===== config.mk =====
export PLATFORM = sky130hd
export DESIGN_NAME = i2c_xfer_seq
export DESIGN_NICKNAME = d
export VERILOG_FILES = /design/src/rtl/i2c_xfer_seq.sv
export SDC_FILE = /design/constraint.sdc
export NUM_CORES = 1
export LEC_CHECK = 0
export BUFFER_PORTS_ARGS = -buffer_cell sky130_fd_sc_hd__buf_2
export CAP_MARGIN = 25
export CORE_MARGIN = 1
export CORE_UTILIZATION = 51
export CTS_CLUSTER_SIZE = 16
export DETAILED_ROUTE_END_ITERATION = 8
export PLACE_DENSITY = 0.8
export SYNTH_ARGS = -nofsm -noshare
export SYNTH_HDL_FRONTEND = slang
export SYNTH_SLANG_ARGS = --single-unit
export TNS_END_PERCENT = 50

===== constraint.sdc =====
create_clock -name clk_i -period 1.9 [get_ports clk_i]
set_input_delay 0 -clock clk_i [delete_from_list [all_inputs] [get_ports clk_i]]
set_output_delay 0 -clock clk_i [all_outputs]
set_load 0.05 [all_outputs]

===== src/rtl/i2c_xfer_seq.sv =====
// i2c_xfer_seq: runs one complete I2C transfer (address, optional register
// byte, data bytes, stop) by issuing command strobes to i2c_master_byte_ctrl.
// Optional feature macro: I2C_SEQ_REGADDR_EN adds a register-address phase
// (writes: addr, reg, data; reads: addr+W, reg, repeated start, addr+R, data).
module i2c_xfer_seq #(
  parameter int LEN_W = 8
) (
  input  logic             clk_i,
  input  logic             rst_i,
  input  logic             req_valid_i,
  output logic             req_ready_o,
  input  logic             req_rnw_i,
  input  logic [6:0]       req_addr_i,
  input  logic [7:0]       req_reg_i,
  input  logic [LEN_W-1:0] req_len_i,
  input  logic [7:0]       wdata_i,
  input  logic             wdata_valid_i,
  output logic             wdata_ready_o,
  output logic [7:0]       rdata_o,
  output logic             rdata_valid_o,
  output logic             done_o,
  output logic [1:0]       err_o,
  output logic             busy_o,
  output logic             start_o,
  output logic             stop_o,
  output logic             read_o,
  output logic             write_o,
  output logic             ack_o,
  output logic [7:0]       dat_o,
  input  logic             cmd_ack_i,
  input  logic             ack_i,
  input  logic [7:0]       dat_i,
  input  logic             al_i
);

  typedef enum logic [2:0] {
    IDLE, ADDR, REG, RADDR, WDAT, RDAT, STOP, DONE
  } state_t;

  localparam logic [LEN_W-1:0] LEN_ONE = LEN_W'(1);

  state_t           state_q, state_d;
  logic             rnw_q, rnw_d;
  logic [6:0]       addr_q, addr_d;
  logic [LEN_W-1:0] cnt_q, cnt_d;
  logic [1:0]       err_q, err_d;
  logic             start_q, start_d;
  logic             stop_q, stop_d;
  logic             read_q, read_d;
  logic             write_q, write_d;
  logic             ack_q, ack_d;
  logic [7:0]       dat_q, dat_d;
  logic [7:0]       rdata_q, rdata_d;
  logic             rdata_valid_q, rdata_valid_d;
  logic             done_q, done_d;
  logic [1:0]       err_out_q, err_out_d;
  logic             outstanding;
  logic             cmd_done;
  logic             rnw_eff_req;
  logic             rnw_eff_lat;

`ifdef I2C_SEQ_REGADDR_EN
  logic [7:0]       regaddr_q, regaddr_d;
  assign rnw_eff_req = 1'b0;
  assign rnw_eff_lat = 1'b0;
`else
  logic             unused_req_reg;
  assign unused_req_reg = ^req_reg_i;
  assign rnw_eff_req = req_rnw_i;
  assign rnw_eff_lat = rnw_q;
`endif

  // A command is outstanding while any strobe is held; only its ack counts.
  assign outstanding = start_q | stop_q | read_q | write_q;
  assign cmd_done    = cmd_ack_i & outstanding;

  assign req_ready_o   = (state_q == IDLE);
  assign busy_o        = (state_q != IDLE);
  assign wdata_ready_o = (state_q == WDAT) & ~outstanding;
  assign start_o       = start_q;
  assign stop_o        = stop_q;
  assign read_o        = read_q;
  assign write_o       = write_q;
  assign ack_o         = ack_q;
  assign dat_o         = dat_q;
  assign rdata_o       = rdata_q;
  assign rdata_valid_o = rdata_valid_q;
  assign done_o        = done_q;
  assign err_o         = err_out_q;

  // Next-state logic: each phase raises its strobes when idle, clears them on ack.
  always_comb begin
    state_d       = state_q;
    rnw_d         = rnw_q;
    addr_d        = addr_q;
    cnt_d         = cnt_q;
    err_d         = err_q;
    start_d       = start_q;
    stop_d        = stop_q;
    read_d        = read_q;
    write_d       = write_q;
    ack_d         = ack_q;
    dat_d         = dat_q;
    rdata_d       = rdata_q;
    rdata_valid_d = 1'b0;
    done_d        = 1'b0;
    err_out_d     = 2'd0;
`ifdef I2C_SEQ_REGADDR_EN
    regaddr_d     = regaddr_q;
`endif

    case (state_q)
      IDLE: begin
        if (req_valid_i) begin
          rnw_d   = req_rnw_i;
          addr_d  = req_addr_i;
          cnt_d   = req_len_i;
          err_d   = 2'd0;
          start_d = 1'b1;
          write_d = 1'b1;
          dat_d   = {req_addr_i, rnw_eff_req};
`ifdef I2C_SEQ_REGADDR_EN
          regaddr_d = req_reg_i;
`endif
          state_d = ADDR;
        end
      end

      ADDR: begin
        if (!outstanding) begin
          start_d = 1'b1;
          write_d = 1'b1;
          dat_d   = {addr_q, rnw_eff_lat};
        end else if (cmd_done) begin
          start_d = 1'b0;
          write_d = 1'b0;
          if (ack_i) begin
            err_d   = 2'd1;
            state_d = STOP;
          end else if (cnt_q == '0) begin
            state_d = STOP;
          end else begin
`ifdef I2C_SEQ_REGADDR_EN
            state_d = REG;
`else
            state_d = rnw_q ? RDAT : WDAT;
`endif
          end
        end
      end

`ifdef I2C_SEQ_REGADDR_EN
      REG: begin
        if (!outstanding) begin
          write_d = 1'b1;
          dat_d   = regaddr_q;
        end else if (cmd_done) begin
          write_d = 1'b0;
          if (ack_i) begin
            err_d   = 2'd2;
            state_d = STOP;
          end else begin
            state_d = rnw_q ? RADDR : WDAT;
          end
        end
      end

      RADDR: begin
        if (!outstanding) begin
          start_d = 1'b1;
          write_d = 1'b1;
          dat_d   = {addr_q, 1'b1};
        end else if (cmd_done) begin
          start_d = 1'b0;
          write_d = 1'b0;
          if (ack_i) begin
            err_d   = 2'd1;
            state_d = STOP;
          end else begin
            state_d = RDAT;
          end
        end
      end
`endif

      WDAT: begin
        if (!outstanding) begin
          if (wdata_valid_i) begin
            write_d = 1'b1;
            dat_d   = wdata_i;
          end
        end else if (cmd_done) begin
          write_d = 1'b0;
          cnt_d   = cnt_q - LEN_ONE;
          if (cnt_q == LEN_ONE) begin
            state_d = STOP;
          end else if (ack_i) begin
            err_d   = 2'd2;
            state_d = STOP;
          end
        end
      end

      RDAT: begin
        if (!outstanding) begin
          read_d = 1'b1;
          ack_d  = (cnt_q == LEN_ONE);
        end else if (cmd_done) begin
          read_d        = 1'b0;
          ack_d         = 1'b0;
          rdata_d       = dat_i;
          rdata_valid_d = 1'b1;
          cnt_d         = cnt_q - LEN_ONE;
          if (cnt_q == LEN_ONE) begin
            state_d = STOP;
          end
        end
      end

      STOP: begin
        if (!outstanding) begin
          stop_d = 1'b1;
        end else if (cmd_done) begin
          stop_d    = 1'b0;
          done_d    = 1'b1;
          err_out_d = err_q;
          state_d   = DONE;
        end
      end

      DONE: begin
        err_d   = 2'd0;
        state_d = IDLE;
      end

      default: begin
        state_d = IDLE;
      end
    endcase

    if (al_i && (state_q != IDLE) && (state_q != DONE)) begin
      start_d       = 1'b0;
      stop_d        = 1'b0;
      read_d        = 1'b0;
      write_d       = 1'b0;
      ack_d         = 1'b0;
      rdata_d       = rdata_q;
      rdata_valid_d = 1'b0;
      cnt_d         = cnt_q;
      err_d         = 2'd3;
      err_out_d     = 2'd3;
      done_d        = 1'b1;
      state_d       = DONE;
    end
  end

  // State and output registers with synchronous reset.
  always_ff @(posedge clk_i) begin
    if (rst_i) begin
      state_q       <= IDLE;
      rnw_q         <= 1'b0;
      addr_q        <= '0;
      cnt_q         <= '0;
      err_q         <= 2'd0;
      start_q       <= 1'b0;
      stop_q        <= 1'b0;
      read_q        <= 1'b0;
      write_q       <= 1'b0;
      ack_q         <= 1'b0;
      dat_q         <= '0;
      rdata_q       <= '0;
      rdata_valid_q <= 1'b0;
      done_q        <= 1'b0;
      err_out_q     <= 2'd0;
`ifdef I2C_SEQ_REGADDR_EN
      regaddr_q     <= '0;
`endif
    end else begin
      state_q       <= state_d;
      rnw_q         <= rnw_d;
      addr_q        <= addr_d;
      cnt_q         <= cnt_d;
      err_q         <= err_d;
      start_q       <= start_d;
      stop_q        <= stop_d;
      read_q        <= read_d;
      write_q       <= write_d;
      ack_q         <= ack_d;
      dat_q         <= dat_d;
      rdata_q       <= rdata_d;
      rdata_valid_q <= rdata_valid_d;
      done_q        <= done_d;
      err_out_q     <= err_out_d;
`ifdef I2C_SEQ_REGADDR_EN
      regaddr_q     <= regaddr_d;
`endif
    end
  end

endmodule


==> metrics.yaml <==
place:
  place_ws_ps: -5.55
  port_buffers: 66
  place_hpwl_um: 4190
  place.gp.congestion: 0.938
  place_area_um2: 2840
  dpl.cell_count: 400
synth:
  ys_warn_count: 0
  yosys.area.top_type_share_pct: 39.0
  synth.area.top_cells: "dfxtp_1 39%, nor2_1 6.2%, nand2_1 5.3%"
  syn_nets: 327
  async_flop_share_pct: 0
  syn_area_per_cell_um2: 8.48
  ys.flop_type: "dfxtp_1"
  synthCells: 278
  ys_seq_area_share_pct: 39.0
  synth_edf_count: 0
  synth-seq-cells: 46
  synth_cell_types: 53
  netlist_area_um2: 2360
  synth_largest_area_cell: "dfxtp_1"
cts:
  clk_latency_ps: 310
  root_buffer: "clkbuf_8"
  clock_path_buffers: 2
  cts_sinks: 46
  numCtsBuffers: 5
  cts.clk_slew.worst_paths_ps: 90
  htreeDepth: 2
  cts_tree: "built"
cells_and_area:
  layout-drive-gt1-share_pct: 31.7
  area_growth_pct: 34.5
  num_antenna_cells: 0
  fin_area_um2: 3170
  finalNonFillerCells: 430
  fin_nets: 426
critical_path:
  end_kind: "flop"
  r2r_cells: 7
  critical_path_arrival_ps: 2000
  critPathLaunchType: "flop"
  crit_top_cell: "buf_4"
  cp_data_required_time_ps: 2120
  crit_chain: "buf_4 -> nor4_2 -> buf_4 -> nor2_1 -> a31o_2 -> and2_1 -> a211oi_1"
  r2r_slack_ps: 120
  crit_fanout: 4
  slowest_stage: "dfxtp_1"
  slowest_delay_ps: 340
  crit_type: "flop to flop"
die:
  core_um2: 4410
  rows: 24
  num_io_pins: 75
  die_w_um: 70.0
  fp.dieArea_um2: 4900
  die_h_um: 70.0
  start_util_pct: 53.4
job:
  maxCapViolCount: 0
timing:
  setup_violations: 0
  fin_crit_sh_pct: 93.9
  slew_headroom_pct: 56.4
  slew_violations: 0
  timing.final.ws_setup_ps: 116
  max_freq_mhz: 560
  clock_skew_ps: 5.03
  finalHoldViolCount: 0
  worst_pin_slew_ps: 655
  period_needed_ps: 1780
pwr:
  p_int_uw: 2520
  clockPowerShare_pct: 12.6
  switching_share_pct: 47.9
  p_seq_share_pct: 28.5
  leakage_uw: 0.00134
  power_frac_comb_pct: 58.9
  power_density_nw_per_um2: 1530
  vdd_drop_max_mv: 0.878
  switchingPower_uw: 2320
global_routing:
  grt_max_degree: 32
  gr-usage-all-layers_pct: 26.6
  grt_pass1_wl_um: 10400
  antenna_found_initial: 0
  overflow: 0
  grt_pass1_vias: 2273
detailed_routing:
  wire_per_inst_um: 14.6
  ant_nets: 0
  firstDrtPassIters: 4
  drt-total-wl_um: 6300
  first_iter_violations: 157
  vias: 2451
  drc: 0
  viasPerCell: 5.70
hold_path:
  holdCritPathClass: "primary input to flop"
  whs_path_depth: 4
run_status:
  status: "finished, final reports clean"
-- per-stage QoR --
step,setup TNS (ps),util (%),power [uW],hold slack (ps)
after global placement,0,64.3,4000,232
after global routing,-55.7,71.9,5150,63.1
after floorplan,-157,-,3390,136
after CTS,0,70.9,4740,43.5
after detailed placement,-5.55,64.3,4070,249
final,0,71.9,4840,47.9
-- synth_stat cells, drive strengths merged, types with 2 or more instances --
library cell and n:
nor2b 3, nor3b 4, o21ai 13, buf 6, a22oi 11, a211oi 4
nor3 8, nand3 3, and2 3, nor4 4, a31oi 3, nor2 40
mux2i 9, clkbuf 12, a221oi 3, o21a 4, nand4 3, o31ai 2
nand2 33, inv 7, or4 2, ha 2, nand2b 2, a311oi 11
a21oi 20, a2111oi 2, dfxtp 46
-- cell usage in the layout (no fill, tap or decap), types with 3 or more instances in the layout --
cell type      count
a311oi_1           3
mux2i_1            9
a31oi_1            3
buf_4             25
a311oi_2           8
and2_1             3
dlygate4sd3_1     19
o21a_1             4
a22oi_1           11
buf_2             66
nor3_4             3
a221oi_1           3
inv_1              7
a21oi_1           20
o21ai_0           13
nor3_1             5
nor2_1            38
nor2b_1            3
clkbuf_8           5
dfxtp_1           46
nand3_1            3
nand2_1           33
nand4_1            3
a211oi_1           4
-- timing repair --
item	4_1_cts	5_1_grt
setup buffers	2	1
pin swaps	1	2
gates resized for setup	0	7
hold buffers	19	0
setup endpoints to repair	1	18
hold endpoints to repair	26	0
-- worst max-delay path, delay by kind of cell, from the launching register on --
family,cells,cell delay [ps]
buffers and inverters,2,340
and+or+nand+nor,3,540
AOI/OAI and AO/OA,2,470
DFF,1,340
-- worst paths after layout --
path,to,start
worst min register to register,addr_q[0],addr_q[0]
worst max register to register,err_q[1],stop_o
worst min-delay path,cnt_q[2],req_len_i[2]
worst max-delay path,err_q[1],stop_o
-- flip-flops by register name, summed over array words and instances, names as in the netlist --
register       count
addr_q             7
rnw_eff_lat        1
stop_o             1
state_q            3
start_o            1
ack_o              1
read_o             1
cnt_q              8
dat_o              8
rdata_o            8
err_q              2
rdata_valid_o      1
write_o            1
err_o              2
done_o             1
-- logic make-up after synthesis --
kind of cell / count (synthesis) / share of synthesized area [%]
flops: 46 / 39.0
xor+xnor: 1 / 0.371
compound gates: 82 / 26.7
buf+inv: 25 / 4.88
mux: 9 / 3.82
fa+ha+maj: 3 / 1.49
simple gates: 112 / 23.7
-- cell type report --
| class | count | area [um2] |
|---|---|---|
| multi-input combinational | 207 | 1360 |
| clock inverter | 3 | 21.3 |
| tap | 52 | 65.1 |
| fill | 331 | 1240 |
| timing repair buffer | 110 | 708 |
| inverter | 7 | 26.3 |
| sequential | 46 | 921 |
| clock buffer | 5 | 68.8 |
-- layer usage --
layer	track usage [%]	wire length (um)
met2	45.8	3070
met5	0	0
met1	31.4	2670
met4	10.7	137
met3	6.78	416
-- power by group through the flow --
stage               clock network (uW)  registers, uW  logic, uW
floorplan                            0           1720       1670
global placement                     0           1380       2620
detailed placement                   0           1390       2690
CTS                                616           1370       2760
global route                       653           1410       3080
finish                             611           1380       2850
Power figures use the tool's default switching activity.
